`config.mk`:
```
export PLATFORM = sky130hd
export DESIGN_NAME = lift_stream
export DESIGN_NICKNAME = d
export VERILOG_FILES = /design/src/rtl/ntru_pkg.sv /design/src/rtl/trit_to_zq.sv /design/src/rtl/lift_stream.sv
export SDC_FILE = /design/constraint.sdc
export NUM_CORES = 1
export LEC_CHECK = 0
export BUFFER_PORTS_ARGS = -buffer_cell sky130_fd_sc_hd__buf_4
export CAP_MARGIN = 20
export CORE_ASPECT_RATIO = 0.7
export CORE_MARGIN = 5
export CORE_UTILIZATION = 57
export DETAILED_ROUTE_END_ITERATION = 10
export PLACE_DENSITY = 0.89
export SLEW_MARGIN = 10
export SYNTH_ARGS = -nofsm -noshare
export SYNTH_HDL_FRONTEND = slang
export SYNTH_HIERARCHICAL = 1
export SYNTH_SLANG_ARGS = --single-unit
```
`constraint.sdc`:
```
create_clock -name clk -period 4.6 [get_ports clk]
set_input_delay 0.23 -clock clk [delete_from_list [all_inputs] [get_ports clk]]
set_output_delay 0.23 -clock clk [all_outputs]
set_load 0.01 [all_outputs]
```
`src/rtl/ntru_pkg.sv`:
```
// Shared definitions for the trit-lifting stream: frame size, coefficient width, trit encoding.
// No logic, no latency.
// Not applicable (types and constants only).
package ntru_pkg;

  localparam int N_DEF      = 701;
  localparam int Q_BITS_DEF = 13;

  typedef enum logic [1:0] {
    ZERO = 2'b00,
    POS  = 2'b01,
    NEG  = 2'b10,
    ILL  = 2'b11
  } trit_t;

  typedef logic [Q_BITS_DEF-1:0] coef_t;

endpackage

```
`src/rtl/trit_to_zq.sv`:
```
// Maps one ternary coefficient to its mod-2^Q_BITS representative and flags the illegal code.
// Purely combinational, zero latency.
// No flow control; the caller qualifies the result with its own transfer strobe.
module trit_to_zq
  import ntru_pkg::*;
#(
  parameter int Q_BITS = Q_BITS_DEF
) (
  input  logic [1:0]        trit,
  output logic [Q_BITS-1:0] coef,
  output logic              illegal
);

  // -1 is represented as all ones; the illegal code lifts to 0 so the stream keeps flowing.
  always_comb begin
    coef    = '0;
    illegal = 1'b0;
    case (trit_t'(trit))
      ZERO:    coef = '0;
      POS:     coef = {{(Q_BITS-1){1'b0}}, 1'b1};
      NEG:     coef = '1;
      ILL:     illegal = 1'b1;
      default: coef = '0;
    endcase
  end

endmodule

```
`src/rtl/lift_stream.sv`:
```
// Lifts a stream of ternary polynomial coefficients to mod-2^Q_BITS; with LIFT_PHI1_EN defined it also multiplies by (x-1) mod (x^N - 1).
// One cycle from input transfer to out_valid; LIFT_PHI1_EN adds one flush beat per frame (N inputs per N+1 cycles).
// Single output register: in_ready drops while the output is held by !out_ready (and during the flush beat).
module lift_stream
  import ntru_pkg::*;
#(
  parameter int N      = N_DEF,
  parameter int Q_BITS = Q_BITS_DEF
) (
  input  logic                 clk,
  input  logic                 rst_n,
  input  logic                 in_valid,
  output logic                 in_ready,
  input  logic [1:0]           in_trit,
  output logic                 out_valid,
  input  logic                 out_ready,
  output logic [Q_BITS-1:0]    out_coef,
  output logic [$clog2(N)-1:0] out_idx,
  output logic                 out_last,
  output logic                 err_illegal
);

  localparam int IDX_W = $clog2(N);
  localparam logic [IDX_W-1:0] LAST_IDX = IDX_W'(N - 1);

  logic [IDX_W-1:0]  in_cnt;
  logic [Q_BITS-1:0] coef;
  logic              illegal;
  logic              accept;

  trit_to_zq #(.Q_BITS(Q_BITS)) u_map (
    .trit    (in_trit),
    .coef    (coef),
    .illegal (illegal)
  );

  assign accept = in_valid && in_ready;

  // Coefficient index within the frame and the sticky illegal-trit flag.
  always_ff @(posedge clk) begin
    if (!rst_n) begin
      in_cnt      <= '0;
      err_illegal <= 1'b0;
    end else if (accept) begin
      in_cnt <= (in_cnt == LAST_IDX) ? '0 : in_cnt + 1'b1;
      if (illegal) err_illegal <= 1'b1;
    end
  end

`ifdef LIFT_PHI1_EN
  localparam logic [0:0] ST_RUN   = 1'b0;
  localparam logic [0:0] ST_FLUSH = 1'b1;

  logic [0:0]        state;
  logic [Q_BITS-1:0] c0;    // first coefficient, needed for the wrap-around term
  logic [Q_BITS-1:0] prev;  // c[i-1] for the running difference

  assign in_ready = rst_n && (state == ST_RUN) && (!out_valid || out_ready);

  // Output register: emits c[i-1]-c[i] per input, then the wrap term c[N-1]-c[0] in FLUSH.
  always_ff @(posedge clk) begin
    if (!rst_n) begin
      state     <= ST_RUN;
      c0        <= '0;
      prev      <= '0;
      out_valid <= 1'b0;
      out_coef  <= '0;
      out_idx   <= '0;
      out_last  <= 1'b0;
    end else if (state == ST_FLUSH) begin
      if (!out_valid || out_ready) begin
        out_valid <= 1'b1;
        out_coef  <= prev - c0;
        out_idx   <= '0;
        out_last  <= 1'b1;
        state     <= ST_RUN;
      end
    end else if (accept) begin
      prev <= coef;
      if (in_cnt == '0) begin
        // Index 0 only primes the difference chain; no beat is produced.
        c0        <= coef;
        out_valid <= 1'b0;
      end else begin
        out_valid <= 1'b1;
        out_coef  <= prev - coef;
        out_idx   <= in_cnt;
        out_last  <= 1'b0;
        if (in_cnt == LAST_IDX) state <= ST_FLUSH;
      end
    end else if (out_ready) begin
      out_valid <= 1'b0;
    end
  end
`else
  assign in_ready = rst_n && (!out_valid || out_ready);

  // Output register: registered trit mapping, reloaded in the same cycle it drains.
  always_ff @(posedge clk) begin
    if (!rst_n) begin
      out_valid <= 1'b0;
      out_coef  <= '0;
      out_idx   <= '0;
      out_last  <= 1'b0;
    end else if (accept) begin
      out_valid <= 1'b1;
      out_coef  <= coef;
      out_idx   <= in_cnt;
      out_last  <= (in_cnt == LAST_IDX);
    end else if (out_ready) begin
      out_valid <= 1'b0;
    end
  end
`endif

endmodule

```
==> results of run 1 <==
## cells in the mapped netlist
cell type | number | area, µm²
a21boi_0 | 4 | 30.0
a21oi_1 | 4 | 20.0
a31o_2 | 1 | 8.76
and2_1 | 2 | 12.5
and2_2 | 1 | 7.51
and3_1 | 1 | 6.26
and4_1 | 1 | 8.76
buf_2 | 1 | 5.00
buf_4 | 11 | 82.6
clkbuf_1 | 7 | 26.3
dfxtp_1 | 36 | 721
ha_1 | 4 | 50.1
inv_1 | 5 | 18.8
nand2_1 | 48 | 180
nand2b_1 | 1 | 6.26
nand3_1 | 28 | 140
nand4_1 | 3 | 18.8
nor2_1 | 6 | 22.5
nor2b_1 | 2 | 12.5
nor3_1 | 1 | 5.00
nor4_1 | 1 | 6.26
nor4b_1 | 1 | 8.76
nor4bb_1 | 1 | 10.0
o21a_1 | 1 | 7.51
o21ai_0 | 4 | 20.0
o21ai_1 | 1 | 5.00
o31ai_1 | 1 | 7.51
or3_1 | 1 | 6.26
or4_1 | 1 | 7.51
xnor2_1 | 2 | 17.5
xor2_1 | 3 | 26.3
## layout make-up
cell class | count | area [µm²]
Timing Repair Buffer | 33 | 248
Fill cell | 189 | 703
Tap cell | 34 | 42.5
Clock buffer | 5 | 68.8
Clock inverter | 3 | 42.5
Multi-Input combinational cell | 124 | 652
Sequential cell | 36 | 721
Inverter | 5 | 18.8
## critical path, cell delays in order, from the launching register on
cell	delay (ps)
dfxtp_1	320
nand2b_1	160
nand2_1	590
or4_1	720
a21oi_1	170
## through the flow
stage,worst slack [ps],instances,cell area [µm²]
finish,2570,240,1790
global route,2340,240,1790
CTS,2630,240,1790
detailed placement,2390,232,1680
global placement,2490,232,1680
floorplan,3130,184,1510
## registers in the layout, summed over array words and instances, names as in the netlist
signal / flops
err_illegal: 1
in_cnt: 10
out_coef: 13
out_idx: 10
out_last: 1
out_valid: 1
## final timing paths
| path | slack, ps | start | endpoint |
|---|---|---|---|
| worst min register to register | 460 | out_coef[0] | out_coef[0] |
| worst max register to register | 2570 | out_valid | in_cnt[7] |
| worst min-delay path | 160 | in_valid | out_valid |
| worst max-delay path | 2570 | out_valid | in_cnt[7] |
## kinds of logic after synthesis
group	share of synthesized area
xor+xnor	0.0291
fa+ha+maj	0.0333
compound gates	0.0657
flops	0.479
simple gates	0.305
buf+inv	0.0881
## power by group through the flow
| stage | Sequential [mW] | Combinational, mW | Clock (mW) |
|---|---|---|---|
| floorplan | 0.334 | 0.0307 | 0 |
| global placement | 0.331 | 0.0462 | 0 |
| detailed placement | 0.331 | 0.0484 | 0 |
| CTS | 0.324 | 0.0486 | 0.278 |
| global route | 0.325 | 0.0542 | 0.290 |
| finish | 0.324 | 0.0489 | 0.276 |
## layer usage
layer,routed length (µm),vias to the layer above,track usage
met5,0,-,0
met4,59,0,0.100
met3,187,7,0.0569
met2,1580,41,0.290
met1,1500,593,0.225
li1,-,643,-
==> run_results.csv, run 1 <==
group,metric,value,unit
status,status,"finished, final reports clean",
clock_network,h-tree-depth,2,
layout,final_cell_mix,"nand2_1 (48), dfxtp_1 (36), buf_4 (33)",
clock_network,cts_root_buffer,"clkbuf_8",
timing,fin_skew,3.48,ps
worst_setup_path,crit_fanout,32,
worst_setup_path,startpoint_type,"register",
drt,post_drt_wl_per_cell,13.9,µm
clock_network,cts_buffer_depth,2,
logic_synthesis,synthesis.area,0.00151,mm²
floorplanning,fp.coreArea,0.00250,mm²
layout,n_antenna_cell,0,
logic_synthesis,synth_seq_cells,36,
flow_run,drv_cap,0,
placement,dpl.hpwl,2.25,mm
power,power.internal,499,µW
floorplanning,die_h,53.0,µm
layout,drive_gt1_frac,0.209,
layout,final_util,0.718,
worst_hold_path,hold_path_class,"input port to register",
timing,setup_viol,0,
floorplanning,die_area,0.00378,mm²
clock_network,cts_buffers,5,
timing,holdWs,161,ps
clock_network,clkTransAtPathRegs,70,ps
floorplanning,die_width,71.4,µm
timing,hold_viol,0,
floorplanning,start_util,0.603,
logic_synthesis,synth_nets,194,
timing,worst_pin_slew,965,ps
clock_network,clk_latency,290,ps
timing,timing.setup.tns,0,ps
global_routing,grt.overflow.total,0,
logic_synthesis,netlist_instances,184,
clock_network,cts_setup_buffers,0,
timing,slew_violations,0,
worst_setup_path,worstPathRequired,4820,ps
clock_network,tritoncts,"yes",
timing,rsz0062_at_grt,"no",
clock_network,cts.hold.buffers_added,0,
worst_setup_path,endpoint_kind,"register",
power,combPwrFrac,0.075,
worst_hold_path,hold_depth,2,
power,power_frac_seq,0.500,
logic_synthesis,yosys_warnings,6,
global_routing,antenna_found_initial,0,
timing,max_slew_margin,0.355,
floorplanning,rows,15,
placement,gp_congestion,0.850,
drt,dr_total_vias,1284,
drt,postRouteAntennaNets,0,
clock_network,cts_sinks,36,
layout,area_growth,19.1,%
power,p_sw,150,µW
global_routing,grt_pass1_vias,1128,
drt,dr.pass1.iters,4,
global_routing,grt_max_degree,33,
timing,period_minus_slack,2030,ps
timing,fmaxAchievable,492,MHz
worst_setup_path,worstSetupPathType,"register to register",
drt,drt-vias-per-instance,5.35,
global_routing,track_usage,0.184,
power,sw_frac_of_total,0.231,
layout,fin_nets,215,
drt,drt-total-wl,3.33,mm
logic_synthesis,ys_types,31,
power,max-vdd-ir-drop,0.263,mV
global_routing,grt_pass1_wl,5.27,mm
timing,finalCritPeriodShare,0.442,
power,p_leak,0.813,nW
placement,port_buffers,32,
logic_synthesis,syn_avg_cell_area,8.18,µm²
clock_network,postCtsResizedCells,0,
floorplanning,ios,33,
drt,drc_errors,0,
power,power.total,649,µW
worst_setup_path,worstPathArrival,2250,ps
power,pwr-share-clk,0.425,
worst_setup_path,r2r_cells,4,
logic_synthesis,seq_area_frac_synth,0.479,
power,power_density,362,mW/mm²
drt,drtIter0Drc,76,
layout,final_common_cell,"nand2_1",
No activity file was read; power rests on OpenSTA's default activity.
==> run 2: changes to the inputs <==
CORE_UTILIZATION = 53   (was 57)
PLACE_DENSITY = 0.84   (was 0.89)
clock period = 2 ns   (was 4.6 ns; I/O delays follow)
==> run 2 against run 1 <==
Effect of this change: final area shrank 0.49%; register-to-register slack worse by 2300 ps; via count up 1.6%; clock-buffer cell count grew 1; cell count grew 1.7%; largest cell class unchanged; total power increased by 110%; fmax up 14%; critical path depth rose by 2; core utilization shrank 7.2 points; die area up 6.3%; largest power group unchanged; non-clock buffer count increased by 3; highest routed layer unchanged.
==> run_results.csv, run 2 (synthesis results as in run 1) <==
group,metric,value,unit
worst_setup_path,crit_fanout,8,
power,combPwrFrac,0.086,
global_routing,track_usage,0.180,
floorplanning,start_util,0.545,
layout,final_cell_mix,"nand2_1 (48), dfxtp_1 (36), buf_4 (36)",
clock_network,clk_latency,290,ps
global_routing,antenna_found_initial,0,
power,p_leak,0.813,nW
clock_network,cts_buffer_depth,2,
drt,drt-vias-per-instance,5.35,
drt,drtIter0Drc,100,
worst_setup_path,worstReg2RegStart,"in_cnt[0]",
worst_setup_path,endpoint_kind,"register",
worst_setup_path,startpoint_type,"register",
timing,hold_viol,0,
clock_network,tritoncts,"yes",
worst_hold_path,hold_path_class,"input port to register",
timing,setup_viol,0,
status,status,"finished, final reports clean",
clock_network,h-tree-depth,2,
timing,fmaxAchievable,563,MHz
layout,fin_cells,244,
timing,rsz0062_at_grt,"no",
placement,dp.cells,237,
power,max-vdd-ir-drop,0.492,mV
worst_setup_path,worstSetupPathType,"register to register",
worst_setup_path,worstPathArrival,1920,ps
global_routing,grt_max_degree,32,
floorplanning,die_h,54.6,µm
timing,max_slew_margin,0.624,
drt,dr_total_vias,1305,
global_routing,grt_pass1_vias,1210,
clock_network,cts_root_buffer,"clkbuf_8",
drt,drc_errors,0,
power,p_sw,322,µW
power,power.internal,1.02,mW
clock_network,clkTransAtPathRegs,70,ps
worst_hold_path,hold_start,"in_valid",
floorplanning,die_area,0.00402,mm²
clock_network,cts.hold.buffers_added,0,
layout,area_growth,18.5,%
placement,pre_cts_slack,246,ps
layout,regMostFlops,"out_coef",
power,power_density,752,mW/mm²
worst_setup_path,worstPathRequired,2150,ps
drt,dr.pass1.iters,4,
drt,post_drt_wl_per_cell,13.2,µm
worst_setup_path,slowest_delay,490,ps
drt,drt-total-wl,3.22,mm
clock_network,postCtsResizedCells,0,
power,pwr-share-clk,0.358,
clock_network,cts_buffers,5,
power,power.total,1.34,mW
floorplanning,die_width,73.7,µm
floorplanning,fp.coreArea,0.00276,mm²
timing,fin_ws,223,ps
worst_setup_path,crit_buf_inv,1,
placement,gp_congestion,0.891,
clock_network,cts_sinks,36,
drt,postRouteAntennaNets,0,
timing,worst_pin_slew,560,ps
layout,n_antenna_cell,0,
floorplanning,ios,33,
global_routing,grt_pass1_wl,5.43,mm
timing,slew_violations,0,
flow_run,drv_cap,0,
timing,period_minus_slack,1780,ps
timing,timing.setup.tns,0,ps
placement,dpl.hpwl,2.30,mm
floorplanning,rows,16,
layout,fin_nets,218,
worst_setup_path,critPathTopFamily,"simple AND/OR/NAND/NOR gates",
power,sw_frac_of_total,0.240,
worst_setup_path,path_cells,"inv_1 -> ha_1 -> nor4bb_1 -> nand3_1 -> o21ai_1 -> nor2_1",
worst_setup_path,critPathLaunch,"in_cnt[0]",
worst_setup_path,worst_path_max_delay_cell,"o21ai_1",
global_routing,grt.overflow.total,0,
timing,fin_skew,8.15,ps
layout,drive_gt1_frac,0.212,
layout,reg_top3,"out_coef: 13 flops, in_cnt: 10 flops, out_idx: 10 flops",
clock_network,cts_setup_buffers,0,
timing,finalCritPeriodShare,0.889,
layout,largest_register_ffs,13,
power,power_frac_seq,0.556,
placement,port_buffers,32,
layout,final_common_cell,"nand2_1",
[run 2: cell type report]
| type | count | area (µm²) |
|---|---|---|
| clock buffer | 6 | 72.6 |
| clock inverter | 1 | 5.00 |
| fill | 249 | 978 |
| inverter | 5 | 18.8 |
| multi-input combinational | 124 | 652 |
| sequential | 36 | 721 |
| tap | 36 | 45.0 |
| timing repair buffer | 36 | 270 |
[run 2: power by group through the flow]
stage / sequential [mW] / combinational (mW) / clock (mW)
after floorplan: 0.769 / 0.0706 / 0
after global placement: 0.761 / 0.113 / 0
after detailed placement: 0.762 / 0.118 / 0
after CTS: 0.746 / 0.118 / 0.490
after global routing: 0.748 / 0.131 / 0.520
final: 0.746 / 0.116 / 0.481
[run 2: final timing paths]
kind                            slack [ps]     endpoint  cells past startpoint
worst max-delay path                   220    in_cnt[2]                      6
worst min-delay path                    60    out_valid                      2
worst max register to register         220    in_cnt[2]                      6
worst min register to register         450  out_coef[9]                      2
[run 2: metrics by stage]
stage	util	hold slack (ps)	instance area, µm²
CTS	0.646	53.4	1780
global route	0.646	60.3	1780
finish	0.646	57.4	1780
floorplan	-	224	1510
global placement	0.618	323	1710
detailed placement	0.618	355	1710
[run 2: worst reg2reg max path: stages, from the launching register on]
cell      delay, ps
dfxtp_1         350
inv_1            90
ha_1            140
nor4bb_1        250
nand3_1         180
o21ai_1         490
nor2_1          130
[run 2: metal layers]
metal	GRT usage	wire length [µm]	up-vias
li1	-	-	644
met3	0.0661	221	5
met2	0.303	1560	34
met1	0.217	1410	622
met4	0.0572	32	0
met5	0	0	-
==> run 3: changes to the inputs <==
RECOVER_POWER = 50   (was unset)
==> run 3 against run 2 <==
Effect of this change: first-iteration DRC count rose by 28%; sequential cell count did not move; clock power barely moved; critical endpoint unchanged.
==> run_results.csv, run 3 (synthesis results as in run 1) <==
group,metric,value,unit
drt,drt-vias-per-instance,5.35,
timing,fin_ws,204,ps
timing,worst_pin_slew,574,ps
clock_network,cts_buffers,5,
timing,holdWs,61.5,ps
flow_run,drv_cap,0,
worst_setup_path,worstSetupPathType,"register to register",
drt,drc_errors,0,
clock_network,postCtsResizedCells,0,
timing,max_slew_margin,0.615,
layout,final_cell_mix,"nand2_1 (48), dfxtp_1 (36), clkbuf_1 (29)",
timing,finalCritPeriodShare,0.898,
layout,regMostFlops,"out_coef",
layout,fillers,277,
clock_network,cts.hold.buffers_added,0,
clock_network,clk_latency,290,ps
global_routing,grt_pass1_vias,1210,
floorplanning,start_util,0.545,
worst_setup_path,endpoint_kind,"register",
global_routing,grt_max_degree,32,
clock_network,tritoncts,"yes",
floorplanning,rows,16,
drt,drt-total-wl,3.25,mm
timing,timing.setup.tns,0,ps
drt,drtIter0Drc,128,
worst_setup_path,worst_path_max_delay_cell,"o21ai_1",
worst_setup_path,crit_buf_inv,1,
clock_network,clkTransAtPathRegs,70,ps
worst_hold_path,hold_path_class,"input port to register",
floorplanning,ios,33,
drt,postRouteAntennaNets,0,
worst_setup_path,crit_fanout,8,
timing,slew_violations,0,
placement,post_dp_cell_area,0.00171,mm²
layout,area_growth,11.4,%
floorplanning,die_width,73.7,µm
global_routing,track_usage,0.180,
placement,port_buffers,32,
timing,fin_skew,8.85,ps
placement,dpl.hpwl,2.30,mm
placement,gp_congestion,0.891,
timing,hold_viol,0,
worst_setup_path,startpoint_type,"register",
timing,fmaxAchievable,557,MHz
placement,pre_cts_slack,246,ps
worst_setup_path,critPathTopFamily,"simple AND/OR/NAND/NOR gates",
floorplanning,die_area,0.00402,mm²
power,max-vdd-ir-drop,0.500,mV
drt,post_drt_wl_per_cell,13.3,µm
floorplanning,die_h,54.6,µm
layout,fin_nets,218,
global_routing,antenna_found_initial,0,
layout,reg_top3,"out_coef: 13 flops, in_cnt: 10 flops, out_idx: 10 flops",
clock_network,cts_root_buffer,"clkbuf_8",
clock_network,cts_buffer_depth,2,
timing,period_minus_slack,1800,ps
worst_setup_path,worstPathArrival,1940,ps
worst_setup_path,path_cells,"inv_1 -> ha_1 -> nor4bb_1 -> nand3_1 -> o21ai_1 -> nor2_1",
timing,rsz0062_at_grt,"no",
clock_network,h-tree-depth,2,
layout,drive_gt1_frac,0.0769,
global_routing,grt.overflow.total,0,
power,p_leak,0.696,nW
layout,largest_register_ffs,13,
layout,fin_area,0.00168,mm²
timing,setup_viol,0,
status,status,"finished, final reports clean",
drt,dr.pass1.iters,4,
drt,dr_total_vias,1305,
global_routing,grt_pass1_wl,5.43,mm
power,power_density,792,mW/mm²
worst_setup_path,slowest_delay,500,ps
worst_setup_path,worstPathRequired,2150,ps
layout,final_common_cell,"nand2_1",
clock_network,cts_setup_buffers,0,
floorplanning,fp.coreArea,0.00276,mm²
layout,n_antenna_cell,0,
clock_network,cts_sinks,36,
run 3: report_power, final:
part           total, mW  switching, mW  internal, mW  leakage (nW)
clock network      0.482          0.245         0.237        0.0410
logic              0.101         0.0675        0.0339         0.363
registers          0.746         0.0106         0.735         0.292
run 3: metrics by stage:
| stage | std cells | total power [mW] | util |
|---|---|---|---|
| detailed placement | 237 | 0.880 | 0.618 |
| floorplan | 184 | 0.839 | - |
| finish | 244 | 1.33 | 0.607 |
| CTS | 244 | 1.35 | 0.646 |
| global route | 244 | 1.38 | 0.607 |
| global placement | 237 | 0.874 | 0.618 |
run 3: routing by layer:
metal,part of all wire,global-route usage
met1,0.45,0.217
met2,0.47,0.303
met3,0.065,0.0661
met4,0.011,0.0572
met5,0,0
run 3: worst paths after layout:
check                              endpoint  slack [ps]         from  cells after the start
worst max-delay path              in_cnt[2]         200    in_cnt[0]                      6
worst max register to register    in_cnt[2]         200    in_cnt[0]                      6
worst min register to register  out_coef[9]         450  out_coef[9]                      2
worst min-delay path              out_valid          60     in_valid                      2
run 3: cell type report:
class / count / area [µm²] / area share
flip-flops and latches: 36 / 721 / 0.430
multi-input cells: 124 / 652 / 0.389
repair buffers: 36 / 163 / 0.0970
clock buffers: 6 / 72.6 / 0.0433
well taps: 36 / 45.0 / 0.0269
inverters: 5 / 18.8 / 0.0112
clock inverters: 1 / 5.00 / 0.00299
run 3: worst reg2reg max path, cell delays in order, from the launching register on:
cell	delay [ps]
dfxtp_1	350
inv_1	90
ha_1	140
nor4bb_1	250
nand3_1	180
o21ai_1	500
nor2_1	140
